**config.mk**
```make
export PLATFORM = sky130hd
export DESIGN_NAME = calculator_flat
export DESIGN_NICKNAME = d
export VERILOG_FILES = /design/src/rtl/calc_pkg.sv /design/src/rtl/calc_if.sv /design/src/rtl/stack_alu.sv /design/src/rtl/calculator.sv /design/src/flat_wrapper.sv
export SDC_FILE = /design/constraint.sdc
export NUM_CORES = 2
export LEC_CHECK = 0
export BUFFER_PORTS_ARGS = -buffer_cell sky130_fd_sc_hd__buf_2
export CORE_AREA = 2 2 295 210
export CTS_BUF_LIST = sky130_fd_sc_hd__clkbuf_8
export DETAILED_ROUTE_END_ITERATION = 7
export DIE_AREA = 0 0 297 212
export PLACE_DENSITY = 0.65
export SYNTH_ARGS = -nofsm -noshare
export SYNTH_HDL_FRONTEND = slang
export SYNTH_HIERARCHICAL = 1
export SYNTH_SLANG_ARGS = --single-unit
```
**constraint.sdc**
```tcl
create_clock -name clk -period 25.7 [get_ports clk]
set_input_delay 5.14 -clock clk [delete_from_list [all_inputs] [get_ports clk]]
set_output_delay 5.14 -clock clk [all_outputs]
set_load 0.01 [all_outputs]
```
**src/rtl/calc_pkg.sv**
```systemverilog
// Shared constants and types for the infix token calculator.
// Opcode values, default depths, token classes and the datapath command set.
package calc_pkg;

    localparam int DATA_W          = 16;
    localparam int DEF_STACK_DEPTH = 16;
    localparam int DEF_NEST_DEPTH  = 8;

    localparam logic [2:0] OP_ADD   = 3'b000;
    localparam logic [2:0] OP_MUL   = 3'b001;
    localparam logic [2:0] OP_OPEN  = 3'b010;
    localparam logic [2:0] OP_CLOSE = 3'b011;
    localparam logic [2:0] OP_PUSH  = 3'b100;
    localparam logic [2:0] OP_EQUAL = 3'b101;

    typedef enum logic {
        CLS_OPERATOR = 1'b0,
        CLS_VALUE    = 1'b1
    } tok_class_t;

    typedef enum logic [2:0] {
        ALU_NOP,
        ALU_PUSH,
        ALU_MUL_TOP,
        ALU_ADD2,
        ALU_MUL2,
        ALU_ADD_MUL
    } alu_op_t;

endpackage

```
**src/rtl/calc_if.sv**
```systemverilog
// Token input and result output bundle of the calculator.
interface calc_if;
    import calc_pkg::*;

    logic [2:0]        opcode;
    logic [DATA_W-1:0] operand;
    logic [DATA_W-1:0] alu_result;
    logic              done;
    logic              error;

    modport master (output opcode, operand, input alu_result, done, error);
    modport slave  (input opcode, operand, output alu_result, done, error);
endinterface

```
**src/rtl/stack_alu.sv**
```systemverilog
// Value stack with push, replace-top and fold datapath.
// The caller guarantees enough entries / free space for every command issued.
module stack_alu
    import calc_pkg::*;
#(
    parameter int STACK_DEPTH = DEF_STACK_DEPTH,
    parameter int SPW         = $clog2(STACK_DEPTH + 1)
) (
    input  logic              clk,
    input  logic              rst,
    input  alu_op_t           op,
    input  logic [DATA_W-1:0] operand,
    output logic [DATA_W-1:0] top,
    output logic [SPW-1:0]    stack_pointer
);

    localparam int IW = (STACK_DEPTH > 1) ? $clog2(STACK_DEPTH) : 1;

    logic [DATA_W-1:0] stack [STACK_DEPTH];
    logic [IW-1:0]     i_push, i0, i1, i2;

    assign i_push = IW'(stack_pointer);
    assign i0     = IW'(stack_pointer - SPW'(1));
    assign i1     = IW'(stack_pointer - SPW'(2));
    assign i2     = IW'(stack_pointer - SPW'(3));

    assign top = (stack_pointer == '0) ? '0 : stack[i0];

    // Products keep only the low DATA_W bits, which is identical for signed data.
    always_ff @(posedge clk) begin
        if (rst) begin
            stack_pointer <= '0;
        end else begin
            case (op)
                ALU_PUSH: begin
                    stack[i_push] <= operand;
                    stack_pointer <= stack_pointer + SPW'(1);
                end
                ALU_MUL_TOP: stack[i0] <= stack[i0] * operand;
                ALU_ADD2: begin
                    stack[i1]     <= stack[i1] + stack[i0];
                    stack_pointer <= stack_pointer - SPW'(1);
                end
                ALU_MUL2: begin
                    stack[i1]     <= stack[i1] * stack[i0];
                    stack_pointer <= stack_pointer - SPW'(1);
                end
                ALU_ADD_MUL: begin
                    stack[i2]     <= stack[i2] * (stack[i1] + stack[i0]);
                    stack_pointer <= stack_pointer - SPW'(2);
                end
                default: ;
            endcase
        end
    end

endmodule

```
**src/rtl/calculator.sv**
```systemverilog
// Infix calculator: token decoder, nesting level and per-level pending flags.
//   state        | meaning
//   CLS_OPERATOR | last accepted token was an operator/open; expecting a value
//   CLS_VALUE    | last accepted token was a value/close; expecting an operator
module calculator
    import calc_pkg::*;
#(
    parameter int STACK_DEPTH = DEF_STACK_DEPTH,
    parameter int NEST_DEPTH  = DEF_NEST_DEPTH
) (
    input  logic   clk,
    input  logic   rst,
    calc_if.slave  bus
);

    localparam int SPW = $clog2(STACK_DEPTH + 1);
    localparam int LW  = (NEST_DEPTH > 1) ? $clog2(NEST_DEPTH) : 1;

    tok_class_t            prev_class, nxt_class;
    logic [LW-1:0]         lvl, nxt_lvl, lvl_up, lvl_dn;
    logic [NEST_DEPTH-1:0] pending_mult_stack, pending_addition_stack;
    logic [NEST_DEPTH-1:0] nxt_pm, nxt_pa;
    logic                  done_q, error_q, nxt_done, nxt_error;
    logic                  accept, is_equal, add_f, mul_f;
    logic [1:0]            need;
    alu_op_t               alu_op;
    logic [SPW-1:0]        stack_pointer;
    logic [DATA_W-1:0]     top_val;

    stack_alu #(.STACK_DEPTH(STACK_DEPTH), .SPW(SPW)) u_alu (
        .clk           (clk),
        .rst           (rst),
        .op            (alu_op),
        .operand       (bus.operand),
        .top           (top_val),
        .stack_pointer (stack_pointer)
    );

    assign lvl_up = lvl + LW'(1);
    assign lvl_dn = lvl - LW'(1);

    always_ff @(posedge clk) begin
        if (rst) begin
            prev_class             <= CLS_OPERATOR;
            lvl                    <= '0;
            pending_mult_stack     <= '0;
            pending_addition_stack <= '0;
            done_q                 <= 1'b0;
            error_q                <= 1'b0;
        end else begin
            prev_class             <= nxt_class;
            lvl                    <= nxt_lvl;
            pending_mult_stack     <= nxt_pm;
            pending_addition_stack <= nxt_pa;
            done_q                 <= nxt_done;
            error_q                <= nxt_error;
        end
    end

    always_comb begin
        nxt_class = prev_class;
        nxt_lvl   = lvl;
        nxt_pm    = pending_mult_stack;
        nxt_pa    = pending_addition_stack;
        nxt_done  = done_q;
        nxt_error = error_q;
        alu_op    = ALU_NOP;
        accept    = 1'b0;
        is_equal  = 1'b0;
        add_f     = pending_addition_stack[lvl];
        mul_f     = pending_mult_stack[lvl_dn];
        need      = 2'd1;
        case (bus.opcode)
            OP_PUSH: if (prev_class == CLS_OPERATOR) begin
                if (pending_mult_stack[lvl]) begin
                    if (stack_pointer == '0) nxt_error = 1'b1;
                    else begin
                        alu_op      = ALU_MUL_TOP;
                        nxt_pm[lvl] = 1'b0;
                        accept      = 1'b1;
                    end
                end else if (stack_pointer == SPW'(STACK_DEPTH)) begin
                    nxt_error = 1'b1;
                end else begin
                    alu_op = ALU_PUSH;
                    accept = 1'b1;
                end
                if (accept) nxt_class = CLS_VALUE;
            end
            OP_ADD: if (prev_class == CLS_VALUE) begin
                if (add_f && stack_pointer < SPW'(2)) nxt_error = 1'b1;
                else begin
                    if (add_f) alu_op = ALU_ADD2;
                    nxt_pa[lvl] = 1'b1;
                    nxt_class   = CLS_OPERATOR;
                    accept      = 1'b1;
                end
            end
            OP_MUL: if (prev_class == CLS_VALUE) begin
                nxt_pm[lvl] = 1'b1;
                nxt_class   = CLS_OPERATOR;
                accept      = 1'b1;
            end
            OP_OPEN: begin
                if (lvl == LW'(NEST_DEPTH - 1)) nxt_error = 1'b1;
                else begin
                    nxt_lvl        = lvl_up;
                    nxt_pa[lvl_up] = 1'b0;
                    nxt_pm[lvl_up] = 1'b0;
                    nxt_class      = CLS_OPERATOR;
                    accept         = 1'b1;
                end
            end
            OP_CLOSE: begin
                // add fold at this level and mul fold at the outer level happen together
                need = 2'd1 + 2'(add_f) + 2'(mul_f);
                if (lvl == '0 || stack_pointer < SPW'(need)) nxt_error = 1'b1;
                else begin
                    if (add_f && mul_f) alu_op = ALU_ADD_MUL;
                    else if (add_f)     alu_op = ALU_ADD2;
                    else if (mul_f)     alu_op = ALU_MUL2;
                    nxt_pa[lvl]    = 1'b0;
                    nxt_pm[lvl]    = 1'b0;
                    nxt_pm[lvl_dn] = 1'b0;
                    nxt_lvl        = lvl_dn;
                    nxt_class      = CLS_VALUE;
                    accept         = 1'b1;
                end
            end
            OP_EQUAL: begin
                if (lvl != '0 || (add_f && stack_pointer < SPW'(2))) nxt_error = 1'b1;
                else begin
                    if (add_f) alu_op = ALU_ADD2;
                    nxt_pa[lvl] = 1'b0;
                    accept      = 1'b1;
                    is_equal    = 1'b1;
                end
            end
            default: ;
        endcase
        if (accept) nxt_done = is_equal;
    end

    assign bus.alu_result = top_val;
    assign bus.done       = done_q;
    assign bus.error      = error_q;

endmodule

```
**src/flat_wrapper.sv**
```systemverilog
// flat-port wrapper written by rule: the top's interface ports become plain ports
module calculator_flat import calc_pkg::*;
#(
    parameter int STACK_DEPTH = DEF_STACK_DEPTH,
    parameter int NEST_DEPTH  = DEF_NEST_DEPTH
)
  (clk, rst, bus_opcode, bus_operand, bus_alu_result, bus_done, bus_error);
  calc_if bus_i ();
  input  logic clk;
  input  logic rst;
  input wire logic [$bits(bus_i.opcode)-1:0] bus_opcode;
  input wire logic [$bits(bus_i.operand)-1:0] bus_operand;
  output wire logic [$bits(bus_i.alu_result)-1:0] bus_alu_result;
  output wire logic [$bits(bus_i.done)-1:0] bus_done;
  output wire logic [$bits(bus_i.error)-1:0] bus_error;
  assign bus_i.opcode = bus_opcode;
  assign bus_i.operand = bus_operand;
  assign bus_alu_result = bus_i.alu_result;
  assign bus_done = bus_i.done;
  assign bus_error = bus_i.error;
  calculator #(.STACK_DEPTH(STACK_DEPTH), .NEST_DEPTH(NEST_DEPTH)) u_core (.clk(clk), .rst(rst), .bus(bus_i));
endmodule
```
Word-level counts from Yosys, hierarchy flattened
Memories as Yosys holds them, arrays and structs flattened.
Cells that the tools add are included.
{"block": "word_totals", "wordCells": 191, "mem_count": 1, "mem_bits_rw": 256, "reg_bits": 27, "out_inout_bits": 18}
{"memory": "u_core.u_alu.stack", "words": 16, "width": 16, "read_ports": 3, "rd_clocked_by_memory_dff": 0, "write_ports": 1, "line_no": "stack_alu.sv:19", "text": "logic [DATA_W-1:0] stack [STACK_DEPTH];"}
{"block": "op_classes", "multipliers": 3, "bitwise": 11, "mux": 99, "addsub": 9, "n_eq_ne": 27, "reduce_logical": 26, "n_lt_le_gt_ge": 8}
{"op": "$mux 8", "n": 11}
{"op": "$mux 16", "n": 5}
{"op": "$pmux 8 s4", "n": 2}
{"op": "$mux 1", "n": 53}
{"op": "$mul 16x16->16", "n": 3}
{"op": "$reduce_or 16->1", "n": 3}
{"op": "$and 8x8->8", "n": 5}
{"op": "$mux 3", "n": 10}
{"op": "$not 8->8", "n": 3}
{"op": "$add 16x16->16", "n": 1}
{"op": "$or 8x8->8", "n": 2}
{"op": "$eq 3x3->1 const B", "n": 5}
{"op": "$pmux 5 s3", "n": 1}
{"op": "$ne 2x1->1 const B", "n": 7}
{"op": "$eq 3x2->1 const B", "n": 4}
{"op": "$lt 3x4->1 const B", "n": 3}
{"op": "$mux 4", "n": 3}
{"op": "$ne 2x2->1 const B", "n": 6}
{"op": "$pmux 3 s4", "n": 1}
{"op": "$pmux 1 s5", "n": 2}
{"op": "$reduce_bool 5->1", "n": 2}
{"op": "$bmux 1 s3", "n": 3}
{"op": "$demux 1 s3", "n": 3}
{"op": "$ge 3x1->1 const B", "n": 3}
{"op": "other kinds (30)", "n": 42}

Logic depth before layout (Yosys ltp)
{"block": "depth", "ltp_word": 16, "ltp_mapped": 46, "mapped_depth_nobuf": 37}

Hierarchy
The synthesis kept the hierarchy.
{"mod": "stack_alu", "instances": 1, "cells_each": 2435, "area_per_inst_um2": 27774.1}
{"mod": "calculator", "instances": 1, "cells_each": 258, "area_per_inst_um2": 2028.2}

Least setup slack after synthesis
OpenSTA, ideal clock, no wires.
{"block": "synth_path", "kind": "in2reg", "from": "input port bus_operand[1]", "to": "memory u_core.u_alu.stack[0][15] (data pin)", "slack_ps": 14622, "setup_ps": 247, "n_path_buf": 1, "t_arrival_ps": 10831, "cell_stages": 25, "cell_sequence": "clkbuf_1 nand2_1 fa_1 inv_1 fa_1 inv_1 fa_1 inv_1 fa_1 inv_1 fa_1 fa_1 xor2_1 xnor2_1 xnor2_1 xnor2_1 xnor2_2 xnor2_2 xnor2_2 xnor2_1 xnor3_1 xnor2_1 o21ai_1 a21oi_1 a22oi_2"}
{"block": "synth_via", "elab_chain_len": 4}
{"element": "start: declaration", "line_no": "flat_wrapper.sv:12", "text": "input wire logic [$bits(bus_i.operand)-1:0] bus_operand;"}
{"element": "$mul 16x16->16", "line_no": "stack_alu.sv:39", "text": "ALU_MUL_TOP: stack[i0] <= stack[i0] * operand;"}
{"element": "$mux 16 (no source line) (3 in series)"}
{"element": "end: declaration", "line_no": "stack_alu.sv:19"}
No other way between the ends.

Worst setup path after layout
{"block": "layout_path", "from": "register u_core.u_alu.stack_pointer[1]", "to": "memory u_core.u_alu.stack[11][15] (data pin)"}
{"block": "layout_via", "elab_chain_len": 13}
{"element": "start: declaration", "line_no": "stack_alu.sv:14", "text": "output logic [SPW-1:0] stack_pointer"}
{"element": "start signal: assignment", "line_no": "stack_alu.sv:37", "text": "stack_pointer <= stack_pointer + SPW'(1);"}
{"element": "start signal: assignment", "line_no": "stack_alu.sv:42", "text": "stack_pointer <= stack_pointer - SPW'(1);"}
{"element": "start signal: assignment", "line_no": "stack_alu.sv:46", "text": "stack_pointer <= stack_pointer - SPW'(1);"}
{"element": "branches (longest 12 deep; another with $mem_v2 16x16)"}
{"element": "$mux 16 (no source line) *"}
Mark *: on every way between the ends.

==> flow_summary.ini <==
[clocking]
cts_buffer_depth = 3
clkSlewWorstSetupHoldPaths_ns = 0.07
post_cts_buffers = 0
numCtsBuffers = 43
ctsResizeCount = 0
cts_hold_buffers = 0
cts_max_level = 2
clk_latency_ns = 0.62
clock_sinks = 283
cts_root_buf = clkbuf_8
cts_tree = built

[critical_path]
cp-end-kind = register
crit_type = reg2reg
r2r_cells = 36
max_stage_delay_ns = 0.80
cp_max_fo = 55
critPathRequiredTime_ns = 25.99
crit_slowest_cell = xor2_1
critPathMostFrequentCell = fa_1
start_kind = register
arrival_ns = 12.75

[routing]
first_iter_violations = 2237
met1_length_um = 37700
drtPass1Iterations = 7
routed_via_density = 6.07
detail-route-antenna-nets = 0
wl_per_cell_um = 25.1
highest_layer = met5
vias = 21650
route.met3.wl_um = 10800
remaining_drc_errors = 0
finalWirelength_um = 89400
met2_length_um = 38100

[sta]
hold_violations = 0
setup_ws_ns = 13.25
worst_slew_pin_slew_ns = 1.10
drv_slew = 0
fin_tns_setup_ns = 0
finalCritPeriodShare_pct = 48.5
finalClockSkew_ns = 0.0462
period_needed_ns = 12.45
finalSetupViolations = 0
fmax_ghz = 0.0803
slew_headroom_pct = 26.5
timing.hold.ws_ns = 0.489
rsz0062_at_grt = false

[hold_path]
holdPathStages = 2
worst_hold_path_type = reg2reg

[placed_design]
hpwl_um = 63400
place_congestion = 0.915
pre_cts_ws_ns = 13.48
numPortBuffers = 38

[die]
fp.dieArea_um2 = 63000
die_h_um = 212
initial_core_util_pct = 49.3
die_w_um = 297
core_um2 = 60500
pin_count = 39
core.rowCount = 76

[grt]
grt_pass1_vias = 21892
grt.overflow.total = 0
grt_pass1_wl_um = 135000
grtUsageTotal_pct = 28.6
grt_max_degree = 56
antenna_found_initial = 4

[synthesis]
synth_area_leaders = edfxtp_1 26%, fa_1 16%, mux4_2 14%
synth_top_flop_cell = edfxtp_1
synth.yosys.seq_area_share_pct = 27.6
synth_nets = 3135
yosys.area.top_type_share_pct = 25.8
synth_most_common_cell = inv_1
async_reset_ff_share_pct = 0
ys_seq_elements = 283
yosys.area.top_type = edfxtp_1
synth_edf_count = 256
synth_common_cells = 376 x inv_1, 296 x nand2_1, 256 x edfxtp_1, 241 x fa_1, 185 x mux4_2
syn_area_um2 = 29800
yosysWarnings = 6
syn_area_per_cell_um2 = 11.1
synth_cell_types = 90
netlist_instances = 2693

[cells_and_area]
final_util_pct = 52.5
drive_above_1_share_pct = 16.3
final_nets = 3155
area_delta_synth_final_pct = 6.47

[run]
maxCapViolCount = 0

[outcome]
status = completed
==> cell families (layout without fill, tap and decap cells) <==
family | after synthesis | after routing | synth area share (%)
simple gates | 728 | 728 | 11.7
buf+inv | 524 | 574 | 7.68
fa+ha+maj | 421 | 421 | 23.7
compound gates | 312 | 312 | 7.18
flops | 283 | 283 | 27.6
mux | 282 | 282 | 17.3
xor+xnor | 143 | 143 | 4.78
other cells | 0 | 2 | 0
==> through the flow <==
step,std cells,cell area (um2)
after floorplan,2693,29800
after global placement,3487,30900
after detailed placement,3487,30900
after CTS,3562,31700
after global routing,3563,31700
final,3564,31700
==> flip-flops by register name, summed over array words and instances (netlist names) <==
| signal | cells |
|---|---|
| u_core/bus.done | 1 |
| u_core/bus.error | 1 |
| u_core/lvl | 3 |
| u_core/pending_addition_stack | 8 |
| u_core/pending_mult_stack | 8 |
| u_core/prev_class | 1 |
| u_core/u_alu/stack | 256 |
| u_core/u_alu/stack_pointer | 5 |
==> cells in the final DEF, fill, tap and decap left out, types with 9 or more instances in the layout <==
cell type	instances
a211oi_1	24
a21o_1	11
a21oi_1	85
a31oi_1	17
and2_1	140
buf_2	38
buf_4	79
clkbuf_8	43
clkinv_1	14
dfxtp_1	25
edfxtp_1	256
fa_1	241
ha_1	178
inv_1	387
mux2i_1	85
mux4_2	185
nand2_1	296
nand2b_1	22
nand3_1	22
nor2_1	119
nor2_2	10
nor2b_1	50
nor3_1	13
o211ai_1	14
o21ai_0	40
o21ai_1	17
o21bai_1	20
o22ai_1	9
xnor2_1	104
xor2_1	24
==> critical path: cells and delay by family, from the launching register on <==
family | cells | cell delay [ns]
fa+ha+maj | 10 | 4.54
mux | 3 | 0.78
xor+xnor | 5 | 1.76
compound gates | 7 | 2.12
simple gates | 2 | 0.34
flops | 1 | 0.31
buf+inv | 9 | 2.17
==> layout make-up <==
| class | count | area [um2] |
|---|---|---|
| inverters | 382 | 1430 |
| repair buffers | 117 | 783 |
| multi-input cells | 1886 | 19500 |
| diodes | 2 | 5.00 |
| fillers | 5308 | 28700 |
| clock buffers | 43 | 592 |
| flip-flops and latches | 283 | 8230 |
| well taps | 819 | 1020 |
| clock inverters | 32 | 201 |
==> worst paths after layout <==
kind | start | end | slack, ns
setup / recovery | u_core/u_alu/stack_pointer[1] | u_core/u_alu/stack[11][15] | 13.25
setup reg to reg | u_core/u_alu/stack_pointer[1] | u_core/u_alu/stack[11][15] | 13.25
hold / removal | u_core/pending_addition_stack[5] | u_core/pending_addition_stack[5] | 0.49
hold reg to reg | u_core/pending_addition_stack[5] | u_core/pending_addition_stack[5] | 0.49
==> metal layers <==
metal,vias to the layer above,global-route usage [%]
met5,-,1.46
met4,4,8.12
met3,158,8.83
met2,1283,41.9
met1,10884,41.0
li1,9321,-
Power is left out: the tool's default activity adds up to more than one toggle a clock period on the data nets, which glitch-free logic cannot reach.
